## config.mk

```make
export PLATFORM = sky130hd
export DESIGN_NAME = tile_redraw_engine
export DESIGN_NICKNAME = d
export VERILOG_FILES = /design/src/rtl/tile_redraw_engine.sv
export SDC_FILE = /design/constraint.sdc
export NUM_CORES = 1
export LEC_CHECK = 0
export CAP_MARGIN = 25
export CORE_ASPECT_RATIO = 0.8
export CORE_MARGIN = 4
export CORE_UTILIZATION = 45
export CTS_CLUSTER_DIAMETER = 30
export DETAILED_ROUTE_END_ITERATION = 10
export HOLD_SLACK_MARGIN = 0.08
export PLACE_DENSITY_LB_ADDON = 0.3
export SETUP_SLACK_MARGIN = 0.2
export SKIP_LAST_GASP = 1
export SLEW_MARGIN = 30
export SYNTH_ARGS = -nofsm -noshare
export SYNTH_HDL_FRONTEND = slang
export SYNTH_SLANG_ARGS = --single-unit
```

## constraint.sdc

```tcl
create_clock -name clk -period 11.8 [get_ports clk]
set_input_delay 3.54 -clock clk [delete_from_list [all_inputs] [get_ports clk]]
set_output_delay 3.54 -clock clk [all_outputs]
set_load 0.05 [all_outputs]
```

## src/rtl/tile_redraw_engine.sv

```systemverilog
// Redraws one tile of a VGA framebuffer. Each pixel is copied from map memory or filled with a solid colour.
// The pixel coordinates ride a shift register as deep as the memory latency, so they meet map_q at the output.
module tile_redraw_engine #(
  parameter int TILE_W   = 20,
  parameter int TILE_H   = 20,
  parameter int SCREEN_W = 160,
  parameter int SCREEN_H = 120,
  parameter int GRID_W   = 4,
  parameter int COLOUR_W = 9,
  parameter int ADDR_W   = 15,
  parameter int RD_LAT   = 2
) (
  input  logic                clk,
  input  logic                resetn,
  input  logic                start,
  input  logic [GRID_W-1:0]   grid_x,
  input  logic [GRID_W-1:0]   grid_y,
  input  logic                mode,
  input  logic [COLOUR_W-1:0] fill_colour,
  output logic [ADDR_W-1:0]   map_address,
  input  logic [COLOUR_W-1:0] map_q,
  output logic [7:0]          x,
  output logic [6:0]          y,
  output logic [COLOUR_W-1:0] colour,
  output logic                plot,
  output logic                busy,
  output logic                done
);

  localparam int PXW = (TILE_W > 1) ? $clog2(TILE_W) : 1;
  localparam int PYW = (TILE_H > 1) ? $clog2(TILE_H) : 1;

  typedef enum logic [1:0] {IDLE, RUN, DRAIN, DONE} state_t;

  state_t                state_q, state_d;
  logic [PXW-1:0]        px_q, px_d;
  logic [PYW-1:0]        py_q, py_d;
  logic [2:0]            drain_q, drain_d;
  logic [GRID_W-1:0]     gx_q, gx_d, gy_q, gy_d;
  logic                  mode_q, mode_d;
  logic [COLOUR_W-1:0]   fill_q, fill_d;
  logic [ADDR_W-1:0]     addr_q, addr_d;

  logic [RD_LAT-1:0]       pipe_vld_q, pipe_vld_d;
  logic [RD_LAT-1:0]       pipe_plot_q, pipe_plot_d;
  logic [RD_LAT-1:0][7:0]  pipe_x_q, pipe_x_d;
  logic [RD_LAT-1:0][6:0]  pipe_y_q, pipe_y_d;

  logic                  issue;
  logic                  row_end;
  logic                  last_pix;
  logic                  drain_last;
  logic [15:0]           x_full;
  logic [15:0]           y_full;
  logic                  in_bounds;
  logic [ADDR_W-1:0]     addr_now;

  // Full-width coordinates so that off-screen tiles clip instead of wrapping.
  assign x_full     = 16'(gx_q) * 16'(TILE_W) + 16'(px_q);
  assign y_full     = 16'(gy_q) * 16'(TILE_H) + 16'(py_q);
  assign in_bounds  = (x_full < 16'(SCREEN_W)) && (y_full < 16'(SCREEN_H));
  assign addr_now   = ADDR_W'(32'(y_full) * 32'(SCREEN_W) + 32'(x_full));
  assign row_end    = (px_q == PXW'(TILE_W - 1));
  assign last_pix   = row_end && (py_q == PYW'(TILE_H - 1));
  assign drain_last = (drain_q == 3'(RD_LAT - 1));

  always_ff @(posedge clk or negedge resetn) begin
    if (!resetn) begin
      state_q <= IDLE;
    end else begin
      state_q <= state_d;
    end
  end

  always_comb begin
    state_d = state_q;
    unique case (state_q)
      IDLE:    if (start) state_d = RUN;
      RUN:     if (last_pix) state_d = DRAIN;
      DRAIN:   if (drain_last) state_d = DONE;
      DONE:    state_d = IDLE;
      default: state_d = IDLE;
    endcase
  end

  always_comb begin
    issue = (state_q == RUN);
    busy  = (state_q == RUN) || (state_q == DRAIN);
    done  = (state_q == DONE);
  end

  always_comb begin
    px_d    = px_q;
    py_d    = py_q;
    drain_d = drain_q;
    gx_d    = gx_q;
    gy_d    = gy_q;
    mode_d  = mode_q;
    fill_d  = fill_q;
    addr_d  = addr_q;
    if (state_q == IDLE && start) begin
      gx_d   = grid_x;
      gy_d   = grid_y;
      mode_d = mode;
      fill_d = fill_colour;
      px_d   = '0;
      py_d   = '0;
    end
    if (issue) begin
      addr_d  = addr_now;
      drain_d = '0;
      if (row_end) begin
        px_d = '0;
        py_d = last_pix ? '0 : py_q + PYW'(1);
      end else begin
        px_d = px_q + PXW'(1);
      end
    end
    if (state_q == DRAIN) begin
      drain_d = drain_q + 3'd1;
    end
  end

  always_ff @(posedge clk or negedge resetn) begin
    if (!resetn) begin
      px_q    <= '0;
      py_q    <= '0;
      drain_q <= '0;
      gx_q    <= '0;
      gy_q    <= '0;
      mode_q  <= 1'b0;
      fill_q  <= '0;
      addr_q  <= '0;
    end else begin
      px_q    <= px_d;
      py_q    <= py_d;
      drain_q <= drain_d;
      gx_q    <= gx_d;
      gy_q    <= gy_d;
      mode_q  <= mode_d;
      fill_q  <= fill_d;
      addr_q  <= addr_d;
    end
  end

  // The address is combinational while issuing, and the last value is held otherwise.
  assign map_address = issue ? addr_now : addr_q;

  always_comb begin
    pipe_vld_d     = '0;
    pipe_plot_d    = '0;
    pipe_x_d       = '0;
    pipe_y_d       = '0;
    pipe_vld_d[0]  = issue;
    pipe_plot_d[0] = issue && in_bounds;
    pipe_x_d[0]    = issue ? x_full[7:0] : 8'd0;
    pipe_y_d[0]    = issue ? y_full[6:0] : 7'd0;
    for (int i = 1; i < RD_LAT; i++) begin
      pipe_vld_d[i]  = pipe_vld_q[i-1];
      pipe_plot_d[i] = pipe_plot_q[i-1];
      pipe_x_d[i]    = pipe_x_q[i-1];
      pipe_y_d[i]    = pipe_y_q[i-1];
    end
  end

  always_ff @(posedge clk or negedge resetn) begin
    if (!resetn) begin
      pipe_vld_q  <= '0;
      pipe_plot_q <= '0;
      pipe_x_q    <= '0;
      pipe_y_q    <= '0;
    end else begin
      pipe_vld_q  <= pipe_vld_d;
      pipe_plot_q <= pipe_plot_d;
      pipe_x_q    <= pipe_x_d;
      pipe_y_q    <= pipe_y_d;
    end
  end

  assign plot   = pipe_plot_q[RD_LAT-1];
  assign x      = pipe_x_q[RD_LAT-1];
  assign y      = pipe_y_q[RD_LAT-1];
  assign colour = pipe_vld_q[RD_LAT-1] ? (mode_q ? fill_q : map_q) : '0;

endmodule
```

## Word-level counts from Yosys, hierarchy flattened

Index checks and enable logic that the tools add are counted.

| word-level totals | value |
|---|---|
| bits in registers | 82 |
| output and inout port bits | 42 |
| logic and storage cells | 62 |

| operators by class | value |
|---|---|
| $add $sub $neg | 6 |
| multiply operators | 3 |
| magnitude comparators | 2 |
| equality and inequality tests | 9 |
| muxes and demuxes | 18 |
| reductions and logical operators | 9 |

Operators by type and width:

| operator | number |
|---|---|
| 2-to-1 mux 5 bit | 7 |
| adder 9 x 5 -> 10 bit | 2 |
| 2-to-1 mux 9 bit | 2 |
| adder 15 x 10 -> 15 bit | 1 |
| 2-to-1 mux 15 bit | 1 |
| multiplier 4 x 3 -> 7 bit (second input constant) | 2 |
| adder 5 x 1 -> 5 bit (second input constant) | 2 |
| == test 5 bit (second input constant) | 2 |
| < comparator 10 x 7 -> 1 bit (second input constant) | 1 |
| < comparator 10 x 8 -> 1 bit (second input constant) | 1 |
| multiplier 10 x 3 -> 10 bit (second input constant) | 1 |
| 2-to-1 mux 8 bit | 1 |
| one-hot mux 2 bit (4 select lines) | 1 |
| 2-to-1 mux 7 bit | 1 |
| 2-to-1 mux 2 bit | 3 |
| 2-to-1 mux 3 bit | 2 |
| == test 2 bit (second input constant) | 2 |
| logical AND 1 bit | 4 |
| inequality test 2 bit (second input constant) | 2 |
| nonzero test 2 bit | 2 |
| adder 3 x 1 -> 3 bit (second input constant) | 1 |
| == test 3 x 1 -> 1 bit (second input constant) | 1 |
| AND reduction 3 bit | 1 |
| == test 2 x 1 -> 1 bit (second input constant) | 1 |
| other kinds (3) | 3 |

## Logic depth before layout (Yosys ltp)

Gate-level depths: netlist of run 1.

| logic depth | value |
|---|---|
| depth after elaboration | 5 |
| mapped depth | 15 |
| gate-level depth less buffers | 15 |

## Least setup slack after synthesis of run 1

No wires, ideal clock.

| path | value |
|---|---|
| path kind | input to output |
| start point | input port map_q[0] |
| end point | output port colour[0] |
| arrival | 4.306 ns |
| setup slack | 3.954 ns |
| stages | 2 |
| path buffers | 0 |
| cell sequence | mux2i_1 nor2b_1 |

| between the ends | value |
|---|---|
| word-level cells in the longest chain between the ends | 2 |

Ends and longest elaborated chain:

| what | RTL line | source |
|---|---|---|
| from (decl) | 21 | `input logic [COLOUR_W-1:0] map_q,` |
| 2-to-1 mux 9 bit (2 in a row) | 183 | `assign colour = pipe_vld_q[RD_LAT-1] ? (mode_q ? fill_q : map_q) : '0;` |
| to (decl) | 24 | `output logic [COLOUR_W-1:0] colour,` |

Every way passes these cells.

## Worst setup path in the final report of run 1

| path | value |
|---|---|
| start point | register gy_q[3] |
| end point | output port map_address[14] |

| between the ends | value |
|---|---|
| word-level cells in the longest chain between the ends | 5 |

Ends and longest elaborated chain:

| what | RTL line | source |
|---|---|---|
| from (decl) | 39 | `logic [GRID_W-1:0] gx_q, gx_d, gy_q, gy_d;` |
| from (signal assigned) | 139 | `gy_q <= gy_d;` |
| multiplier 4 x 3 -> 7 bit | 60 | `assign y_full = 16'(gy_q) * 16'(TILE_H) + 16'(py_q);` |
| adder 9 x 5 -> 10 bit | 60 |  |
| multiplier 10 x 3 -> 10 bit | 62 | `assign addr_now = ADDR_W'(32'(y_full) * 32'(SCREEN_W) + 32'(x_full));` |
| adder 15 x 10 -> 15 bit | 62 |  |
| 2-to-1 mux 15 bit | 147 | `assign map_address = issue ? addr_now : addr_q;` |
| to (decl) | 20 | `output logic [ADDR_W-1:0] map_address,` |

Every way passes these cells.

==> flow_summary.yaml, run 1 <==
clocking:
  post_cts_buffers: 0
  cts.sinks: 82
  insertion_delay_ns: 0.33
  path_clk_slew_ns: 0.06
  clockRootBuffer: "clkbuf_16"
  ctsResizeCount: 0
  cts_tree: "done"
  htree_levels: 3
  hold_buffers: 0
  cts_buffers: 9
  cts_buffer_depth: 2
power_and_ir_drop:
  p_int_mw: 0.467
  p_sw_share_pct: 20.4
  pwr-share-clk_pct: 47.8
  power_frac_seq_pct: 47.9
  pwr-share-comb_pct: 4.3
  p_leak_nw: 2.65
  netSwitchingPower_mw: 0.120
  power_density_nw_per_um2: 107
  vdd_drop_max_mv: 0.0711
sta:
  fin_setup_tns_ns: 0
  rsz0062_at_grt: "false"
  fin_skew_ns: 0.00625
  finalCritPeriodShare_pct: 72.8
  setup_viol: 0
  hold_ws_ns: 0.346
  maxSlewViolCount: 0
  slew_headroom_pct: 52.0
  finalCriticalPeriod_ns: 8.59
  fmax_mhz: 116
  tightest_slew_ns: 0.720
  hold_violations: 0
synth:
  yosys_most_used_dff: "dfrtp_1"
  ys_seq_area_share_pct: 47.2
  netlist_instances: 375
  synth-adder-area-share_pct: 14.9
  synth-simple-area-share_pct: 11.6
  ys_ff_latch: 82
  synth_nets: 453
  netlist_area_sq_um: 4340
  syn_area_per_cell_sq_um: 11.6
  synthMuxAreaShare_pct: 8.96
  async_flop_share_pct: 100
  synth_top_family_by_area: "adder cells"
  synth_edf_count: 0
  synth_compound_area_share_pct: 10.1
  yosysUniqueCellTypes: 46
  synth-xor-area-share_pct: 5.04
  yosys_warnings: 0
floorplan:
  io_pins: 72
  die_area_sq_um: 11300
  row_count: 31
  start_util_pct: 47.0
  die_x_um: 118
  chipHeight_um: 95.9
  coreArea_sq_um: 9230
final_layout:
  nFillCells: 791
  fin_nets: 528
  final_util_pct: 59.3
  final_layout_size_suffix_gt1_share_pct: 10.5
  diodes: 0
  synthToLayoutAreaGrowth_pct: 26.1
global_routing:
  antenna_found_initial: 0
  grtUsageTotal_pct: 16.3
  grt_overflow_total: 0
  grt_pass1_vias: 3207
  grt_pass1_wl_mm: 14.9
  grt_start_max_net_pins: 83
placed_design:
  dp.final_hpwl_mm: 6.13
  gp_congestion: 0.807
  place.port_buffers: 71
detailed_routing:
  first_pass_iters: 4
  drc: 0
  avgViaCountPerCell: 5.20
  wire_per_inst_um: 14.9
  first_iter_violations: 106
  vias: 2962
  routed_wirelength_mm: 8.47
  antenna_left: 0
worst_setup_path:
  crit_path_end_kind: "output pin"
  cp-start-kind: "flop"
  path_max_fanout: 7
  crit_type: "reg -> out"
  crit_arrival_ns: 5.05
  critical_path_required_ns: 8.26
job:
  drv_cap: 0
worst_hold_path:
  hp-class: "reg -> reg"
status:
  status: "finished clean"
[routing by layer]
metal | vias up | wire length [um] | global-route usage, %
met5 | - | 0 | 0
met4 | 0 | 76 | 4.39
met3 | 8 | 327 | 4.05
met2 | 68 | 3970 | 28.6
met1 | 1420 | 4090 | 20.4
li1 | 1466 | - | -
[critical path: stages, from the launching register on]
cell and delay [ns]:
dfrtp_1 0.47, ha_1 0.32, ha_1 0.24, fa_1 0.54, nand2_1 0.11, nor2_1 0.14, mux2i_1 0.09, a21bo_2 0.25
ha_1 0.30, ha_1 0.37, and3b_1 0.20, a21oi_1 0.12, nand4b_1 0.16, and4b_1 0.26, xnor2_1 0.13, a21oi_1 0.19
clkdlybuf4s50_1 0.84
[power groups by stage]
stage | Combinational [mW] | Clock [mW] | Sequential, mW
2_1_floorplan | 0.00754 | 0 | 0.286
3_3_place_gp | 0.0255 | 0 | 0.286
3_5_place_dp | 0.0261 | 0 | 0.286
4_1_cts | 0.0262 | 0.288 | 0.281
5_1_grt | 0.0278 | 0.301 | 0.281
6_report | 0.0255 | 0.281 | 0.281
[through the flow]
stage / total power, mW / setup WS [ns] / std cells / area [sq um]
3_3_place_gp: 0.312 / 3.28 / 554 / 5160
5_1_grt: 0.610 / 2.89 / 570 / 5480
2_1_floorplan: 0.294 / 3.95 / 375 / 4340
6_report: 0.587 / 3.21 / 570 / 5480
4_1_cts: 0.596 / 3.19 / 570 / 5470
3_5_place_dp: 0.312 / 3.24 / 554 / 5170
[path summary, 6_finish.rpt]
| path | start | end | slack [ns] | cells after the start |
|---|---|---|---|---|
| worst max register to register | gy_q[3] | addr_q[14] | 7.83 | 15 |
| max in group asynchronous | resetn | px_q[2] | 8.06 | 1 |
| worst min register to register | pipe_x_d[9] | x[1] | 0.35 | 0 |
| worst min-delay path | pipe_x_d[9] | x[1] | 0.35 | 0 |
| min in group asynchronous | resetn | y[2] | 3.24 | 1 |
| worst max-delay path | gy_q[3] | map_address[14] | 3.21 | 16 |
[placed cells by master (no fill, tap or decap), types with 2 or more instances in the layout]
cell	Yosys	routed
clkbuf_16	0	9
nor2_1	18	18
xor2_1	6	6
o21ai_0	22	22
fa_1	6	6
nor3_1	4	4
nand3b_1	2	2
a211oi_1	3	3
a21oi_1	18	18
o31ai_1	3	3
a21oi_2	3	3
nand2b_1	5	5
nand3_1	9	9
ha_1	42	42
xnor2_1	16	16
a21o_1	10	10
clkbuf_8	0	2
clkinv_2	0	3
mux2_2	23	23
and2_1	15	15
mux2i_1	13	13
clkdlybuf4s50_1	0	70
dfrtp_1	82	82
nand2_1	16	15
inv_1	14	14
nor2b_1	15	15
[cell families (layout without fill, tap and decap cells)]
logic type,after synthesis,after routing
AO/OA/AOI/OAI,70,70
XOR/XNOR,23,23
adder cells (fa/ha/maj),48,48
buffers and inverters,23,103
flip-flops,82,82
multiplexers,36,36
AND/OR/NAND/NOR,93,93
[sequential cells by signal (all words and copies together) (netlist names), 3 cells and up]
name,flops
y,7
pipe_x_d,8
px_q,5
x,8
addr_q,15
pipe_y_d,7
py_q,5
gy_q,4
gx_q,4
drain_q,3
fill_q,9
[layout make-up]
type / instances / area, sq um / area share (%)
multi-input cells: 270 / 2200 / 40.2
flip-flops and latches: 82 / 2050 / 37.5
repair buffers: 72 / 719 / 13.1
clock buffers: 11 / 253 / 4.62
well taps: 115 / 144 / 2.63
inverters: 15 / 56.3 / 1.03
clock inverters: 5 / 52.6 / 0.960
[cell usage after synthesis, types with 2 or more instances]
library cell | n | area [sq um]
clkbuf_1 | 7 | 26.3
nand3_1 | 9 | 45.0
nor2b_1 | 15 | 93.8
dfrtp_1 | 82 | 2050
a21o_1 | 10 | 75.1
ha_1 | 42 | 526
fa_1 | 6 | 120
xnor2_1 | 16 | 140
o31ai_1 | 3 | 22.5
mux2_2 | 23 | 259
nor3_1 | 4 | 20.0
inv_1 | 14 | 52.6
xor2_1 | 6 | 52.6
mux2i_1 | 13 | 130
nand3b_1 | 2 | 15.0
a21oi_1 | 18 | 90.1
and2_1 | 15 | 93.8
o21ai_0 | 22 | 110
nor2_1 | 18 | 67.6
nand2b_1 | 5 | 31.3
a211oi_1 | 3 | 22.5
nand2_1 | 16 | 60.1
a21oi_2 | 3 | 26.3
Power figures use the tool's default switching activity.
==> run 2: changes to the inputs <==
==> constraint.sdc (replaced) <==
create_clock -name clk -period 8.61 [get_ports clk]
set_input_delay 2.583 -clock clk [delete_from_list [all_inputs] [get_ports clk]]
set_output_delay 2.583 -clock clk [all_outputs]
set_load 0.05 [all_outputs]
==> flow_summary.yaml, run 2 (same netlist as run 1, synthesis figures left out) <==
sta:
  setup_viol: 0
  fin_setup_tns_ns: 0
  finalCriticalPeriod_ns: 7.58
  slew_headroom_pct: 50.8
  hold_violations: 0
  fin_skew_ns: 0.00512
  maxSlewViolCount: 0
  finalCritPeriodShare_pct: 88.0
  tightest_slew_ns: 0.738
  rsz0062_at_grt: "false"
  fmax_mhz: 132
worst_setup_path:
  cpMostUsedCell: "ha_1"
  critPathSlowestCell: "clkdlybuf4s50_1"
  crit_chain: "ha_1 -> ha_1 -> fa_1 -> nand2_1 -> nor2_1 -> mux2i_1 -> a21bo_2 -> ha_1 -> ha_1 -> and3b_1 -> a21oi_1 -> nand4b_1 -> and4b_1 -> xnor2_1 -> a21oi_1 -> clkdlybuf4s50_1"
  cpLargestDelayFamily: "adder cells"
  critical_path_required_ns: 6.03
  crit_path_end_kind: "output pin"
  ff2ff_path_depth: 15
  rr_startpoint: "gy_q[3]"
  r2r_end: "addr_q[14]"
  timing.critical_path.buf_inv: 1
  path_max_fanout: 7
  cp-start-kind: "flop"
  rrSetupSlack_ns: 4.70
  crit_arrival_ns: 4.99
  crit_type: "reg -> out"
  cpPeakStageDelay_ns: 0.84
power_and_ir_drop:
  power_frac_seq_pct: 47.7
  p_sw_share_pct: 20.8
  power_mw: 0.808
  pwr-share-comb_pct: 4.3
  p_leak_nw: 2.65
  netSwitchingPower_mw: 0.168
  pwr-share-clk_pct: 48.0
  vdd_drop_max_mv: 0.119
  p_int_mw: 0.640
  power_density_nw_per_um2: 148
clocking:
  path_clk_slew_ns: 0.06
  ctsResizeCount: 0
  cts.sinks: 82
  clockRootBuffer: "clkbuf_16"
  cts_buffers: 9
  post_cts_buffers: 0
  cts_buffer_depth: 2
  hold_buffers: 0
  cts_tree: "done"
  htree_levels: 3
  insertion_delay_ns: 0.34
floorplan:
  coreArea_sq_um: 9230
  row_count: 31
  die_x_um: 118
  chipHeight_um: 95.9
  start_util_pct: 47.0
  io_pins: 72
  die_area_sq_um: 11300
final_layout:
  largest-register: "addr_q"
  final_common_cell: "dfrtp_1"
  final_cell_mix: "dfrtp_1, clkdlybuf4s50_1, ha_1"
  reg_top3: "addr_q x15, fill_q x9"
  largest_reg_flops: 15
  diodes: 0
  synthToLayoutAreaGrowth_pct: 26.1
  fin_nets: 528
  nFillCells: 784
  final_layout_size_suffix_gt1_share_pct: 10.5
detailed_routing:
  routed_wirelength_mm: 8.49
  vias: 2956
  drc: 0
  antenna_left: 0
  avgViaCountPerCell: 5.19
  first_pass_iters: 6
  wire_per_inst_um: 14.9
  first_iter_violations: 109
global_routing:
  grt_pass1_wl_mm: 15.0
  grt_overflow_total: 0
  grt_start_max_net_pins: 83
  grt_pass1_vias: 3168
  antenna_found_initial: 0
  grtUsageTotal_pct: 16.6
status:
  status: "finished clean"
placed_design:
  place.port_buffers: 71
  gp_congestion: 0.795
  dp.final_hpwl_mm: 6.07
worst_hold_path:
  hp-start: "pipe_x_d[10]"
  min_path_cells: 0
  worstHoldEndpoint: "x[2]"
  hp-class: "reg -> reg"
job:
  drv_cap: 0
run 2: cell counts in the layout (fill, tap and decap cells not counted):
No cell type changed its count.
run 2: power groups by stage:
stage	Combinational (mW)	Clock, mW	Sequential, mW
2_1_floorplan	0.0103	0	0.393
5_1_grt	0.0382	0.417	0.385
3_5_place_dp	0.0359	0	0.392
3_3_place_gp	0.0353	0	0.392
4_1_cts	0.0360	0.400	0.385
6_report	0.0351	0.388	0.385
run 2: layout make-up:
| class | count | area, sq um | share of cell area [%] |
|---|---|---|---|
| Clock buffer | 11 | 253 | 4.62 |
| Clock inverter | 5 | 52.6 | 0.960 |
| Inverter | 15 | 56.3 | 1.03 |
| Multi-Input combinational cell | 270 | 2200 | 40.2 |
| Sequential cell | 82 | 2050 | 37.5 |
| Tap cell | 115 | 144 | 2.63 |
| Timing Repair Buffer | 72 | 719 | 13.1 |
run 2: through the flow:
| step | hold slack (ns) | setup slack [ns] | cells | instance area, sq um | utilization, % |
|---|---|---|---|---|---|
| floorplan | 0.331 | 1.88 | 375 | 4340 | - |
| global placement | 0.332 | 1.58 | 554 | 5160 | 56.0 |
| detailed placement | 0.335 | 1.42 | 554 | 5170 | 56.0 |
| CTS | 0.348 | 1.01 | 570 | 5470 | 59.3 |
| global route | 0.353 | 0.736 | 570 | 5480 | 59.3 |
| finish | 0.346 | 1.03 | 570 | 5480 | 59.3 |
run 2: how the worst max path moves through the flow:
stage,startpoint,endpoint,slack [ns],cells past startpoint
floorplan,gy_q[3],map_address[14],1.88,15
global placement,gy_q[3],map_address[14],1.58,16
detailed placement,gy_q[3],map_address[14],1.42,16
CTS,gy_q[3],map_address[14],1.01,16
global route,gy_q[3],map_address[14],0.74,15
finish,gy_q[3],map_address[14],1.03,16
run 2: layer usage:
layer  up-vias  global-route usage (%)  share of wire (%)
met4         0                    5.27                1.2
li1       1468                       -                  -
met1      1417                    21.4                 50
met2        62                    27.2                 45
met5         -                       0                  0
met3         9                    5.29                4.5
